## config.mk

```make
export PLATFORM = sky130hd
export DESIGN_NAME = coin_acceptor
export DESIGN_NICKNAME = d
export VERILOG_FILES = /design/src/rtl/vend_pkg.sv /design/src/rtl/coin_pulse_classifier.sv /design/src/rtl/coin_acceptor.sv
export SDC_FILE = /design/constraint.sdc
export NUM_CORES = 1
export LEC_CHECK = 0
export BUFFER_PORTS_ARGS = -buffer_cell sky130_fd_sc_hd__buf_4
export CAP_MARGIN = 0
export CORE_MARGIN = 10
export CORE_UTILIZATION = 45
export DETAILED_ROUTE_END_ITERATION = 8
export SLEW_MARGIN = 5
export SYNTH_ARGS = -nofsm -noshare
export SYNTH_HDL_FRONTEND = slang
export SYNTH_HIERARCHICAL = 1
export SYNTH_SLANG_ARGS = --single-unit
```

## constraint.sdc

```tcl
create_clock -name clk -period 9.1 [get_ports clk]
set_clock_uncertainty 0.15 [all_clocks]
set_input_delay 1.82 -clock clk [delete_from_list [all_inputs] [get_ports clk]]
set_output_delay 1.82 -clock clk [all_outputs]
set_load 0.01 [all_outputs]
```

## src/rtl/vend_pkg.sv

```systemverilog
`default_nettype none
// ============================================================================
// Package  : vend_pkg
// Brief    : Coin codes and classifier state encoding shared by the coin path.
// Revision : 1.0 - initial release
// ============================================================================
package vend_pkg;

    localparam logic [1:0] COIN_NONE  = 2'b00;
    localparam logic [1:0] COIN_SMALL = 2'b10;
    localparam logic [1:0] COIN_LARGE = 2'b11;

    typedef enum logic [1:0] {
        CLS_IDLE = 2'd0,
        CLS_HIGH = 2'd1,
        CLS_JAM  = 2'd2
    } cls_state_t;

endpackage
`default_nettype wire

```

## src/rtl/coin_pulse_classifier.sv

```systemverilog
`default_nettype none
// ============================================================================
// Module   : coin_pulse_classifier
// Brief    : Two-flop synchroniser plus width classifier for one coin sensor.
// Revision : 1.0 - initial release
// ============================================================================
module coin_pulse_classifier
    import vend_pkg::*;
#(
    parameter int DEB_CYCLES = 4,
    parameter int MAX_PULSE  = 255
) (
    input  logic clk,
    input  logic rst,
    input  logic sns,
    output logic valid,
    output logic jam_evt
);

    localparam int CW = $clog2(MAX_PULSE + 1);
    localparam logic [CW-1:0] c_deb = CW'(DEB_CYCLES);
    localparam logic [CW-1:0] c_max = CW'(MAX_PULSE);

    logic          r_sync1;
    logic          r_sync2;
    cls_state_t    r_state;
    cls_state_t    w_state_nxt;
    logic [CW-1:0] r_cnt;
    logic [CW-1:0] w_cnt_nxt;

    always_ff @(posedge clk) begin
        if (rst) begin
            r_sync1 <= 1'b0;
            r_sync2 <= 1'b0;
            r_state <= CLS_IDLE;
            r_cnt   <= '0;
        end else begin
            r_sync1 <= sns;
            r_sync2 <= r_sync1;
            r_state <= w_state_nxt;
            r_cnt   <= w_cnt_nxt;
        end
    end

    // r_cnt equals the number of synchronised-high cycles seen so far.
    always_comb begin
        w_state_nxt = r_state;
        w_cnt_nxt   = r_cnt;
        valid       = 1'b0;
        jam_evt     = 1'b0;
        case (r_state)
            CLS_IDLE: begin
                if (r_sync2) begin
                    w_state_nxt = CLS_HIGH;
                    w_cnt_nxt   = CW'(1);
                end
            end
            CLS_HIGH: begin
                if (r_cnt == c_max) begin
                    w_state_nxt = CLS_JAM;
                    jam_evt     = 1'b1;
                end else if (!r_sync2) begin
                    valid       = (r_cnt >= c_deb);
                    w_state_nxt = CLS_IDLE;
                end else begin
                    w_cnt_nxt = r_cnt + 1'b1;
                end
            end
            CLS_JAM: begin
                if (!r_sync2) begin
                    w_state_nxt = CLS_IDLE;
                end
            end
            default: w_state_nxt = CLS_IDLE;
        endcase
    end

endmodule
`default_nettype wire

```

## src/rtl/coin_acceptor.sv

```systemverilog
`default_nettype none
// ============================================================================
// Module   : coin_acceptor
// Brief    : Validates two coin sensors, buffers accepted coins and emits them
//            to the vending FSM as spaced single-cycle codes.
// Revision : 1.0 - initial release
// ============================================================================
module coin_acceptor
    import vend_pkg::*;
#(
    parameter int DEB_CYCLES = 4,
    parameter int MAX_PULSE  = 255,
    parameter int GAP_CYCLES = 8,
    parameter int FIFO_DEPTH = 4
) (
    input  logic       clk,
    input  logic       rst,
    input  logic       sns_small,
    input  logic       sns_large,
    input  logic       jam_clr,
    output logic [1:0] coin_out,
    output logic       reject,
    output logic       jam,
    output logic       fifo_full
);

    localparam int AW = (FIFO_DEPTH > 1) ? $clog2(FIFO_DEPTH) : 1;
    localparam int CW = $clog2(FIFO_DEPTH) + 1;
    localparam int GW = (GAP_CYCLES > 0) ? $clog2(GAP_CYCLES + 1) : 1;
    localparam logic [CW-1:0] c_depth = CW'(FIFO_DEPTH);
    localparam logic [AW-1:0] c_last  = AW'(FIFO_DEPTH - 1);
    localparam logic [GW-1:0] c_gap   = GW'(GAP_CYCLES);

    logic          w_valid_s;
    logic          w_valid_l;
    logic          w_jev_s;
    logic          w_jev_l;
    logic          w_pop;
    logic          w_push;
    logic          w_any;
    logic          w_rej_coin;
    logic [1:0]    w_code;
    logic [CW-1:0] w_count_nxt;

    logic [1:0]    r_mem [FIFO_DEPTH];
    logic [AW-1:0] r_wr;
    logic [AW-1:0] r_rd;
    logic [CW-1:0] r_count;
    logic [GW-1:0] r_gap;
    logic [1:0]    r_coin;
    logic          r_reject;
    logic          r_jam;
    logic          r_full;

    coin_pulse_classifier #(
        .DEB_CYCLES (DEB_CYCLES),
        .MAX_PULSE  (MAX_PULSE)
    ) u_cls_small (
        .clk     (clk),
        .rst     (rst),
        .sns     (sns_small),
        .valid   (w_valid_s),
        .jam_evt (w_jev_s)
    );

    coin_pulse_classifier #(
        .DEB_CYCLES (DEB_CYCLES),
        .MAX_PULSE  (MAX_PULSE)
    ) u_cls_large (
        .clk     (clk),
        .rst     (rst),
        .sns     (sns_large),
        .valid   (w_valid_l),
        .jam_evt (w_jev_l)
    );

    // A pop frees the slot, so a push into a full buffer is allowed alongside it.
    always_comb begin
        w_pop       = (r_count != '0) && (r_gap == '0);
        w_any       = w_valid_s | w_valid_l;
        w_rej_coin  = w_any && ((w_valid_s && w_valid_l) || r_jam || (r_full && !w_pop));
        w_push      = w_any && !w_rej_coin;
        w_code      = w_valid_l ? COIN_LARGE : COIN_SMALL;
        w_count_nxt = r_count;
        case ({w_push, w_pop})
            2'b10:   w_count_nxt = r_count + 1'b1;
            2'b01:   w_count_nxt = r_count - 1'b1;
            default: w_count_nxt = r_count;
        endcase
    end

    always_ff @(posedge clk) begin
        if (w_push && !rst) begin
            r_mem[r_wr] <= w_code;
        end
    end

    always_ff @(posedge clk) begin
        if (rst) begin
            r_wr     <= '0;
            r_rd     <= '0;
            r_count  <= '0;
            r_gap    <= '0;
            r_coin   <= COIN_NONE;
            r_reject <= 1'b0;
            r_jam    <= 1'b0;
            r_full   <= 1'b0;
        end else begin
            if (w_push) begin
                r_wr <= (r_wr == c_last) ? '0 : r_wr + 1'b1;
            end
            if (w_pop) begin
                r_coin <= r_mem[r_rd];
                r_rd   <= (r_rd == c_last) ? '0 : r_rd + 1'b1;
                r_gap  <= c_gap;
            end else begin
                r_coin <= COIN_NONE;
                if (r_gap != '0) begin
                    r_gap <= r_gap - 1'b1;
                end
            end
            r_count  <= w_count_nxt;
            r_full   <= (w_count_nxt == c_depth);
            r_reject <= w_rej_coin | w_jev_s | w_jev_l;
            // A fresh jam event outranks a simultaneous clear.
            if (w_jev_s || w_jev_l) begin
                r_jam <= 1'b1;
            end else if (jam_clr) begin
                r_jam <= 1'b0;
            end
        end
    end

    assign coin_out  = r_coin;
    assign reject    = r_reject;
    assign jam       = r_jam;
    assign fifo_full = r_full;

endmodule
`default_nettype wire
```

Word level (Yosys, flattened, before mapping)
Memories as Yosys holds them, arrays and structs flattened. A register that Yosys moved wholly into a read port is not among the register bits.
Index checks and enable logic that the tools add are counted.

operators by class
  $add $sub $neg = 7
  order comparisons = 2
  equal/unequal tests = 17
  mux-type cells = 36
  bitwise operators = 4
  reductions and logical operators = 25

operator list
  operator                                                            number
  2-to-1 mux 8 bit                                                    6
  case mux 8 bit (2 select lines)                                     2
  adder 8 x 1 -> 8 bit (second input constant)                        2
  equality test 8 bit (second input constant)                         2
  greater-or-equal comparator 8 x 3 -> 1 bit (second input constant)  2
  2-to-1 mux 2 bit                                                    8
  2-to-1 mux 1 bit                                                    15
  case mux 2 bit (3 select lines)                                     2
  equality test 2 bit (second input constant)                         5
  2-to-1 mux 4 bit                                                    2
  inequality test 2 x 1 -> 1 bit (second input constant)              4
  AND reduction 4 bit                                                 2
  nonzero test 2 bit                                                  4
  equality test 2 x 1 -> 1 bit (second input constant)                3
  logical AND 1 bit                                                   6
  case mux 3 bit (2 select lines)                                     1
  adder 2 x 1 -> 2 bit (second input constant)                        2
  logical NOT 2 bit                                                   2
  logical NOT 4 bit                                                   1
  inequality test 2 bit (second input constant)                       2
  nonzero test 4 bit                                                  1
  OR reduction 2 bit                                                  2
  subtractor 4 x 1 -> 4 bit (second input constant)                   1
  adder 3 x 1 -> 3 bit (second input constant)                        1
  7 further kinds                                                     13

storage, ports and cells
  register bits = 40
  bits in writable memories = 4
  output and inout bits = 5
  word-level logic and storage cells = 109
  memories = 1

memories
  name   words  bits a word  rd ports  clocked after Yosys merged registers in  wr ports  line                 RTL
  r_mem  4      1            1         1                                        1         coin_acceptor.sv:45  logic [1:0] r_mem [FIFO_DEPTH];

Longest topological paths before layout
Gate-level depths: netlist of the first run.

  word-level depth = 13
  depth in mapped cells = 13

Cells and area by module
The synthesis of the first run kept the hierarchy.

modules (own cells, without submodules)
  module                 times used  cells an instance  area an instance (um^2)  sequential area each (um^2)
  coin_pulse_classifier  2           69                 624.3                    240.2
  coin_acceptor          1           98                 994.7                    440.4

Worst setup path before layout of the first run
No wires, ideal clock.

  path kind = register to register
  from = reg u_cls_large.r_cnt[0]
  to = reg r_full, in the netlist fifo_full
  setup time = 0.086 ns
  arrival = 3.262 ns
  required time = 8.864 ns
  slack = 5.603 ns
  cell stages (with the launch flop) = 14
  path buffers = 1
  clock period less this slack = 3.497 ns
  cell sequence = dfxtp_1 ha_1 and4_1 buf_6 and2_2 nor3_1 xor2_1 o2111a_1 inv_1 ha_1 fa_1 xnor2_1 or3_1 a211oi_1

on the way
  word-level cells in the longest chain between the ends = 13

RTL lines
  item                                                                        line                         RTL
  start: declaration                                                          coin_pulse_classifier.sv:28  logic [CW-1:0] r_cnt;
  start signal: assignment                                                    coin_pulse_classifier.sv:41  r_cnt <= w_cnt_nxt;
  greater-or-equal comparator 8 x 3 -> 1 bit                                  coin_pulse_classifier.sv:63  valid = (r_cnt >= c_deb);
  2-to-1 mux 1 bit                                                            coin_pulse_classifier.sv:62  end else if (!r_sync2) begin
  2-to-1 mux 1 bit *                                                          coin_pulse_classifier.sv:59  if (r_cnt == c_max) begin
  2-to-1 mux 1 bit *                                                          coin_pulse_classifier.sv:51  case (r_state)
  named net w_valid_l                                                         coin_acceptor.sv:35          logic w_valid_l;
  logical AND 1 bit                                                           coin_acceptor.sv:81          w_rej_coin = w_any && ((w_valid_s && w_valid_l) || r_jam || (r_full && !w_pop));
  logical OR 1 bit (2 in series)                                              coin_acceptor.sv:81
  logical AND 1 bit                                                           coin_acceptor.sv:81
  logical NOT 1 bit                                                           coin_acceptor.sv:82          w_push = w_any && !w_rej_coin;
  logical AND 1 bit *                                                         coin_acceptor.sv:82
  equality test 2 x 1 -> 1 bit / equality test 2 bit (equally long branches)  coin_acceptor.sv:85          case ({w_push, w_pop})
  case mux 3 bit (2 select lines) *                                           coin_acceptor.sv:85
  equality test 3 bit *                                                       coin_acceptor.sv:123         r_full <= (w_count_nxt == c_depth);
  end signal: assignment                                                      coin_acceptor.sv:123
  end: declaration                                                            coin_acceptor.sv:53          logic r_full;

Mark *: on every way through the listed nets, which the timed path passes. The rest lies on a longest branch.
A chain may end at the register's enable or synchronous reset.

Worst setup path after layout of the first run
Same ends and word-level chain as after synthesis.

==> summary.txt, run 1 <==
Route
  • Via count: between 1.5k and 2k
  • Initial DRC count: ~50
  • TritonRoute pass-1 iters: 4
  • Post-Route WL: 4.04 mm
  • # DRC: 0
  • Via density per instance: 5.32
  • Routed len/inst: ~13 um
  • Routed Antenna Nets: 0

Worst setup path
  • Setup crit start kind: flop
  • Data arrival, critical path: ~3900 ps
  • Crit Path Category: reg -> reg
  • Crit path max fanout: 7
  • CP required: ~9200 ps
  • Crit end category: flop

Timing
  • Final hold vios: 0
  • Setup TNS: 0 ps
  • Slew headroom: between 50% and 60%
  • Crit path time final: 3870 ps
  • Post-route setup slack: ~5200 ps
  • Final worst path period share: roughly 43%
  • Final setup violation count: 0
  • Final Hold Slack: 294 ps
  • Slew Viols, Final: 0
  • Pin slew with the least headroom to its limit: between 700 and 800 ps
  • Peak Freq: 258 MHz
  • RSZ-0062 raised after global routing: no

Yosys
  • Synth async-reset ratio: 0%
  • Syn_nets: ~250
  • Post-synthesis cell count: between 200 and 250
  • Post-synth EDFFs: 4
  • Area share of the largest cell type after synthesis: ~36%
  • Largest area contributor in the netlist: dfxtp_1
  • Synthesized cell area: approximately 2200 sq um
  • Top post-synthesis cells by count: dfxtp_1, nor2_1, inv_1, ha_1, nor3_1
  • Main synth FF type: dfxtp_1
  • Register area share after synthesis: a little over 40%
  • Yosys warnings: 7
  • Synth top area cells: dfxtp_1, ha_1, edfxtp_1, nor2_1, inv_1
  • Most frequent cell after synthesis: dfxtp_1
  • Synthesized flop and latch total: 44
  • Avg Cell Area, Syn: between 9 and 10 sq um
  • Synth cell types: between 40 and 50

Clock network
  • Post-CTS setup repair buffer count: 0
  • CTS tree: built
  • Clk pin slew, worst setup/hold paths: roughly 80 ps
  • H-tree Lvls: 2
  • CTS sink cnt: 44
  • # resized after CTS: 0
  • Hold buffer count at cts: 0
  • Root Driver: clkbuf_8
  • Total CTS buffers: 5
  • Clk_lat worst skew: 290 ps
  • CTS Buffer Depth: 2

Cells and area
  • Cell Count, Final, Fillers Out: between 300 and 400
  • Layout fillers: roughly 450
  • Post-route cell area: 2460 sq um
  • Diodes inserted: 0
  • Share of cells above drive strength 1: around a tenth
  • Area grow syn2layout: 9.70%
  • Nets@finish: between 200 and 300

GRT
  • Vias in the first global route: around 1.5k
  • Initial antenna violation count: 0
  • GRT Resource Usage Total: 9.94%
  • GRT overflow: 0
  • First-pass GRT wire length: roughly 7.0 mm
  • Largest net degree at the start of global routing: 33

Floorplan
  • Area of the die: 8210 sq um
  • Placement row count: 25
  • I/O pin count: 10
  • Initial core utilization: 46.9%
  • Chip height: around 90 um
  • Width of the chip: between 90 and 100 um
  • Total core area: between 4000 and 5000 sq um

Status
  • Status: finished clean

Power
  • Pwr per Cell Area: around 170 nW/um^2
  • Pleak: slightly above 0.9 nW
  • Worst IR Drop VDD: around 0.064 mV

Worst hold path
  • Worst Hold Class: reg -> reg

Place
  • Gpl congestion: around 0.80
  • Port Buf Inserts: 9
  • HPWL Detailed: 2.95 mm
  • Dpl cells: 306
  • Post-DP Area: 2350 sq um
  • Setup slack at placement: 5210 ps

Run
  • Max-Cap Viols: 0
[critical path, stage by stage, from the launching register on]
cell and delay (ps):
dfxtp_1 360, ha_1 240, and4_1 300, and2_2 240, nor3_1 580, xor2_1 200, o2111a_1 330, inv_1 70
ha_1 220, fa_1 380, xnor2_1 140, or3_1 320, a211oi_1 250
[cells by family after synthesis]
family          count (synthesis)  synth area share (%)
flops                          44                  41.0
xor+xnor                        9                  3.51
simple gates                   97                  23.6
compound gates                 41                  15.4
mux                             7                  3.74
fa+ha+maj                      13                  7.58
buf+inv                        25                  5.02
[cells in the final DEF, fill, tap and decap left out, drive strengths merged, types with 6 or more instances in the layout]
cell type,count
inv,19
xnor2,7
ha,12
nand2,10
nor2b,6
dfxtp,40
a2111oi,6
buf,9
a211oi,11
nor2,26
and3,7
nand3,8
clkbuf,6
nor3,11
[power breakdown]
part / total [mW] / internal [mW] / switching, mW
combinational: 0.0593 / 0.0257 / 0.0336
sequential: 0.214 / 0.205 / 0.00883
clock: 0.147 / 0.0815 / 0.0653
total: 0.420 / 0.312 / 0.108
[final timing paths]
| kind | from | endpoint | slack [ps] | depth (start not counted) |
|---|---|---|---|---|
| worst max-delay path | u_cls_large/r_cnt[0] | fifo_full | 5230 | 12 |
| worst min-delay path | u_cls_large/r_sync1 | u_cls_large/r_sync2 | 290 | 1 |
| worst max register to register | u_cls_large/r_cnt[0] | fifo_full | 5230 | 12 |
| worst min register to register | u_cls_large/r_sync1 | u_cls_large/r_sync2 | 290 | 1 |
[sequential cells by signal (all words and copies together), names as in the netlist, 2 cells and up]
register and flops:
r_rd 2, u_cls_large/r_state 2, u_cls_small/r_cnt 8, u_cls_large/r_cnt 8, r_wr 2, r_count 3, u_cls_small/r_state 2, r_gap 4
r_mem 4, coin_out 2
[metal layers]
metal  GRT usage [%]  wire length (um)
met1            12.0              1990
met2            15.8              1800
met3            3.49               194
met4            3.58                54
met5               0                 0
[per-stage QoR]
stage               utilization, %  total power [mW]
floorplan                        -             0.266
global placement              49.2             0.277
detailed placement            49.2             0.278
CTS                           51.4             0.428
global route                  51.4             0.444
finish                        51.4             0.420
[area by class of cell]
| cell class | instances | area [sq um] | area share [%] |
|---|---|---|---|
| clock inverters | 2 | 35.0 | 1.42 |
| multi-input cells | 167 | 1210 | 49.2 |
| well taps | 67 | 83.8 | 3.41 |
| flip-flops and latches | 44 | 921 | 37.4 |
| repair buffers | 9 | 67.6 | 2.75 |
| clock buffers | 6 | 72.6 | 2.95 |
| inverters | 19 | 71.3 | 2.90 |
(Power assumes the default switching activity.)
==> run 2, diff against run 1 <==
- clock period: 9.1 -> 3.2 ns (I/O delays scaled with it)
==> summary.txt, run 2 (synthesis gave the netlist of run 1 again) <==
Status
  • Status: finished clean

Clock network
  • H-tree Lvls: 2
  • Clk_lat worst skew: 300 ps
  • CTS tree: built
  • Root Driver: clkbuf_8
  • CTS sink cnt: 44
  • CTS Buffer Depth: 2
  • Clk pin slew, worst setup/hold paths: approximately 80 ps
  • Total CTS buffers: 5

Cells and area
  • Cell Count, Final, Fillers Out: ~330
  • Area grow syn2layout: 16.7%
  • Diodes inserted: 0
  • Commonest cells after routing, fill and taps aside: dfxtp_1, nor2_1, buf_4
  • Largest regs: u_cls_large/r_cnt: 8 flops, u_cls_small/r_cnt: 8 flops
  • Nets@finish: between 200 and 300
  • Share of cells above drive strength 1: between 20 and 25%
  • Most common cell after layout, fill and taps aside: dfxtp_1
  • Final core utilization: 54.7%

Worst setup path
  • Critical path cell sequence: or4_4, nor3_4, nor3_4, xor2_1, o2111a_2, inv_1, ha_2, fa_1, xnor2_1, or3_4, a211oi_2
  • Crit Path Category: reg -> reg
  • Crit end category: flop
  • Buf/Inv on CP: 1
  • Worst R2R Path Depth: 11
  • Setup crit start kind: flop
  • Reg2reg start: u_cls_large/r_cnt[6]
  • RR Endpoint: fifo_full
  • Flop2flop setup slack: 120 ps
  • Data arrival, critical path: about 3200 ps
  • CP startpoint: u_cls_large/r_cnt[6]
  • Cell family with the largest share of critical-path delay: simple AND/OR/NAND/NOR gates
  • CP required: about 3300 ps
  • Crit path max fanout: 5
  • Critical path's most frequent cell: nor3_4
  • Worst path max stage delay: around 520 ps
  • Crit-path slowest cell: or4_4

Route
  • Initial DRC count: 66
  • Via count: 1713
  • Routed Antenna Nets: 0
  • Routed len/inst: 13.0 um
  • Via density per instance: around 5.2
  • Post-Route WL: approximately 4.3 mm
  • TritonRoute pass-1 iters: 4
  • # DRC: 0

GRT
  • First-pass GRT wire length: 7.54 mm
  • Initial antenna violation count: 0
  • Vias in the first global route: ~1.7k
  • Largest net degree at the start of global routing: 33
  • GRT Resource Usage Total: approximately 11%
  • GRT overflow: 0

Power
  • Pwr per Cell Area: around 440 nW/um^2
  • Pleak: slightly above 1 nW
  • Pwr Total: roughly 1.2 mW
  • Worst IR Drop VDD: about 0.25 mV

Worst hold path
  • Hold path endpoint: u_cls_small/r_sync2
  • Hold Path Cell Cnt: 1
  • Hold_sp: u_cls_small/r_sync1
  • Worst Hold Class: reg -> reg

Place
  • Gpl congestion: around 0.83
  • HPWL Detailed: ~3.1 mm
  • Setup slack at placement: between 40 and 50 ps
  • Port Buf Inserts: 9
  • Dpl cells: ~320

Floorplan
  • Area of the die: just over 8000 sq um
  • Total core area: ~4800 sq um
  • I/O pin count: 10
  • Chip height: 90.6 um
  • Placement row count: 25
  • Width of the chip: just over 90 um
  • Initial core utilization: between 40 and 50%

Timing
  • Crit path time final: around 3100 ps
  • Post-route setup slack: 119 ps
  • Final worst path period share: 96.3%
  • Final setup violation count: 0
  • Slew headroom: 74.5%
  • Final hold vios: 0
  • Slew Viols, Final: 0
  • Peak Freq: approximately 320 MHz
  • Pin slew with the least headroom to its limit: 380 ps

Run
  • Max-Cap Viols: 0
[run 2: cell count changes in the layout (fill, tap and decap cells not counted), sizes merged]
cell / change
buf: +13
bufinv: -1
clkinv: +1
[run 2: layout make-up]
| type | count | area (sq um) |
|---|---|---|
| Clock buffer | 6 | 82.6 |
| Clock inverter | 2 | 10.0 |
| Fill cell | 461 | 2170 |
| Inverter | 19 | 71.3 |
| Multi-Input combinational cell | 167 | 1280 |
| Sequential cell | 44 | 926 |
| Tap cell | 67 | 83.8 |
| Timing Repair Buffer | 22 | 165 |
[run 2: repair_timing]
| action | CTS | global route |
|---|---|---|
| gates resized for setup | 0 | 13 |
| hold endpoints to repair | 0 | 0 |
| hold buffers | 0 | 0 |
| buffers inserted | 0 | 1 |
| setup endpoints to repair | 0 | 2 |
[run 2: how the worst max path moves through the flow]
stage	endpoint	slack [ps]	depth (start not counted)
final	fifo_full	120	11
after global placement	fifo_full	120	11
after global routing	fifo_full	-2	12
after detailed placement	fifo_full	50	11
after floorplan	fifo_full	20	13
after CTS	fifo_full	30	11
[run 2: metrics by stage]
| step | TNS [ps] | cell area [sq um] | hold slack [ps] |
|---|---|---|---|
| floorplan | 0 | 2270 | 264 |
| global placement | 0 | 2470 | 273 |
| detailed placement | 0 | 2470 | 276 |
| CTS | 0 | 2560 | 295 |
| global route | -1.70 | 2620 | 313 |
| finish | 0 | 2620 | 289 |
[run 2: routing by layer]
metal  global-route usage, %  vias up  wire (um)
met5                       0        -          0
met1                    13.1      795       2080
li1                        -      895          -
met2                    17.4       17       1960
met3                    3.24        6        155
met4                    4.38        0         71
[run 2: power by group]
group / internal, mW / switching (mW) / leakage [nW]
clock: 0.172 / 0.191 / 0.0510
sequential: 0.582 / 0.0205 / 0.366
combinational: 0.0894 / 0.101 / 0.592
==> run 3, diff against run 2 <==
==> constraint.sdc (replaced) <==
create_clock -name clk -period 3.2 [get_ports clk]
set_clock_uncertainty 0.15 [all_clocks]
set_input_delay 0.16 -clock clk [delete_from_list [all_inputs] [get_ports clk]]
set_output_delay 0.16 -clock clk [all_outputs]
set_load 0.01 [all_outputs]
==> summary.txt, run 3 (synthesis gave the netlist of run 1 again) <==
Worst setup path
  • Critical path cell sequence: or4_4, nor3_4, nor3_4, xor2_1, o2111a_2, inv_1, ha_2, fa_1, xnor2_1, or3_4, a211oi_2
  • Crit end category: flop
  • Setup crit start kind: flop
  • Flop2flop setup slack: 120 ps
  • Worst path max stage delay: approximately 520 ps
  • Data arrival, critical path: around 3200 ps
  • Critical path's most frequent cell: nor3_4
  • Crit Path Category: reg -> reg
  • Crit path max fanout: 5
  • CP required: roughly 3300 ps
  • Crit-path slowest cell: or4_4

Power
  • Clock power frac: 31.4%
  • Pwr Total: about 1.2 mW
  • Worst IR Drop VDD: ~0.25 mV
  • Net Sw Power: ~0.31 mW
  • Net Sw Frac: a little over a quarter
  • Reg power frac: 52.0%
  • Pwr per Cell Area: between 400 and 500 nW/um^2
  • Internal power: about 0.85 mW
  • Gate power share: 16.7%
  • Pleak: a little over 1 nW

Clock network
  • CTS sink cnt: 44
  • CTS Buffer Depth: 2
  • Clk_lat worst skew: 300 ps
  • Root Driver: clkbuf_8
  • Total CTS buffers: 5
  • H-tree Lvls: 2
  • Clk pin slew, worst setup/hold paths: roughly 80 ps
  • CTS tree: built

Cells and area
  • Diodes inserted: 0
  • Layout fillers: about 460
  • Nets@finish: 280
  • Share of cells above drive strength 1: ~20%
  • Largest regs: u_cls_large/r_cnt: 8 flops, u_cls_small/r_cnt: 8 flops
  • Area grow syn2layout: 18.0%
  • Commonest cells after routing, fill and taps aside: dfxtp_1, nor2_1, buf_4
  • Area occupied by multi-input gates: ~1300 sq um
  • Register area: 926 sq um
  • Most common cell after layout, fill and taps aside: dfxtp_1
  • Post-route cell area: between 2000 and 3000 sq um

GRT
  • Initial antenna violation count: 0
  • GRT overflow: 0
  • Global route hottest layer: met2
  • Largest net degree at the start of global routing: 33
  • Vias in the first global route: roughly 1.7k
  • Grt met1 use: about an eighth
  • GR met3 Demand/Resource: around 3.3%
  • GRT Resource Usage Total: between 10 and 15%
  • First-pass GRT wire length: roughly 7.6 mm
  • Grt met2 use: between 10% and 20%

Route
  • Routed len/inst: roughly 13 um
  • Via count: 1714
  • # DRC: 0
  • Post-Route WL: roughly 4.3 mm
  • Routed Antenna Nets: 0
  • TritonRoute pass-1 iters: 4
  • Via density per instance: 5.19
  • Initial DRC count: 71

Timing
  • Post-route setup slack: about 120 ps
  • Slew Viols, Final: 0
  • Peak Freq: between 300 and 400 MHz
  • Slew headroom: between 70% and 80%
  • Final setup violation count: 0
  • Final worst path period share: approximately 96%
  • Pin slew with the least headroom to its limit: around 380 ps
  • Crit path time final: about 3000 ps
  • Final hold vios: 0

Run
  • Max-Cap Viols: 0

Place
  • Setup slack at placement: between 40 and 50 ps
  • Gpl congestion: approximately 0.83
  • HPWL Detailed: just over 3 mm
  • Port Buf Inserts: 9
  • Post-DP Area: approximately 2500 sq um

Floorplan
  • Placement row count: 25
  • Total core area: between 4000 and 5000 sq um
  • Area of the die: ~8200 sq um
  • Chip height: about 90 um
  • Width of the chip: 90.6 um
  • Initial core utilization: 46.9%
  • I/O pin count: 10

Status
  • Status: finished clean

Worst hold path
  • Worst Hold Class: in -> reg
[run 3: changes by cell type in the layout (fill, tap and decap cells not counted)]
cell	before	now
dlygate4sd3_1	0	3
[run 3: layout make-up]
class / count / area share [%]
clock buffer: 6 / 3.12
clock inverter: 2 / 0.378
inverter: 19 / 2.69
multi-input combinational: 167 / 48.3
sequential: 44 / 35.0
tap: 67 / 3.17
timing repair buffer: 25 / 7.37
[run 3: worst paths after layout]
path / from / to / cells after the start
worst min-delay path: rst / u_cls_large/r_state[1] / 2
worst max-delay path: u_cls_large/r_cnt[6] / fifo_full / 11
worst min register to register: u_cls_small/r_sync1 / u_cls_small/r_sync2 / 1
worst max register to register: u_cls_large/r_cnt[6] / fifo_full / 11
[run 3: repair_timing]
action,4_1_cts,5_1_grt
gates resized for setup,0,13
buffers inserted,0,1
hold buffers,3,0
endpoints found under the setup margin,0,2
hold endpoints to repair,3,0
[run 3: worst max-delay path, delay by kind of cell (launching register included)]
| family | cells | cell delay, ps |
|---|---|---|
| AO/OA/AOI/OAI | 2 | 420 |
| XOR/XNOR | 2 | 310 |
| buffers and inverters | 1 | 40 |
| flip-flops | 1 | 350 |
| adder cells (fa/ha/maj) | 2 | 560 |
| AND/OR/NAND/NOR | 4 | 1180 |
[run 3: routing by layer]
layer	routed length [um]	part of all wire, %
met5	0	0
met4	75	1.8
met3	153	3.6
met2	1960	46
met1	2080	49
[run 3: through the flow]
step	hold slack [ps]	cells	TNS, ps	util (%)
global route	101	330	-1.70	55.3
CTS	74.0	329	0	54.2
detailed placement	228	318	0	51.6
floorplan	81.6	236	0	-
finish	79.9	330	0	55.3
global placement	224	318	0	51.6
[run 3: power by group through the flow]
| stage | clock (mW) | combinational (mW) | sequential [mW] |
|---|---|---|---|
| after floorplan | 0 | 0.145 | 0.612 |
| after global placement | 0 | 0.190 | 0.616 |
| after detailed placement | 0 | 0.192 | 0.616 |
| after CTS | 0.382 | 0.196 | 0.603 |
| after global routing | 0.401 | 0.222 | 0.609 |
| final | 0.364 | 0.193 | 0.603 |
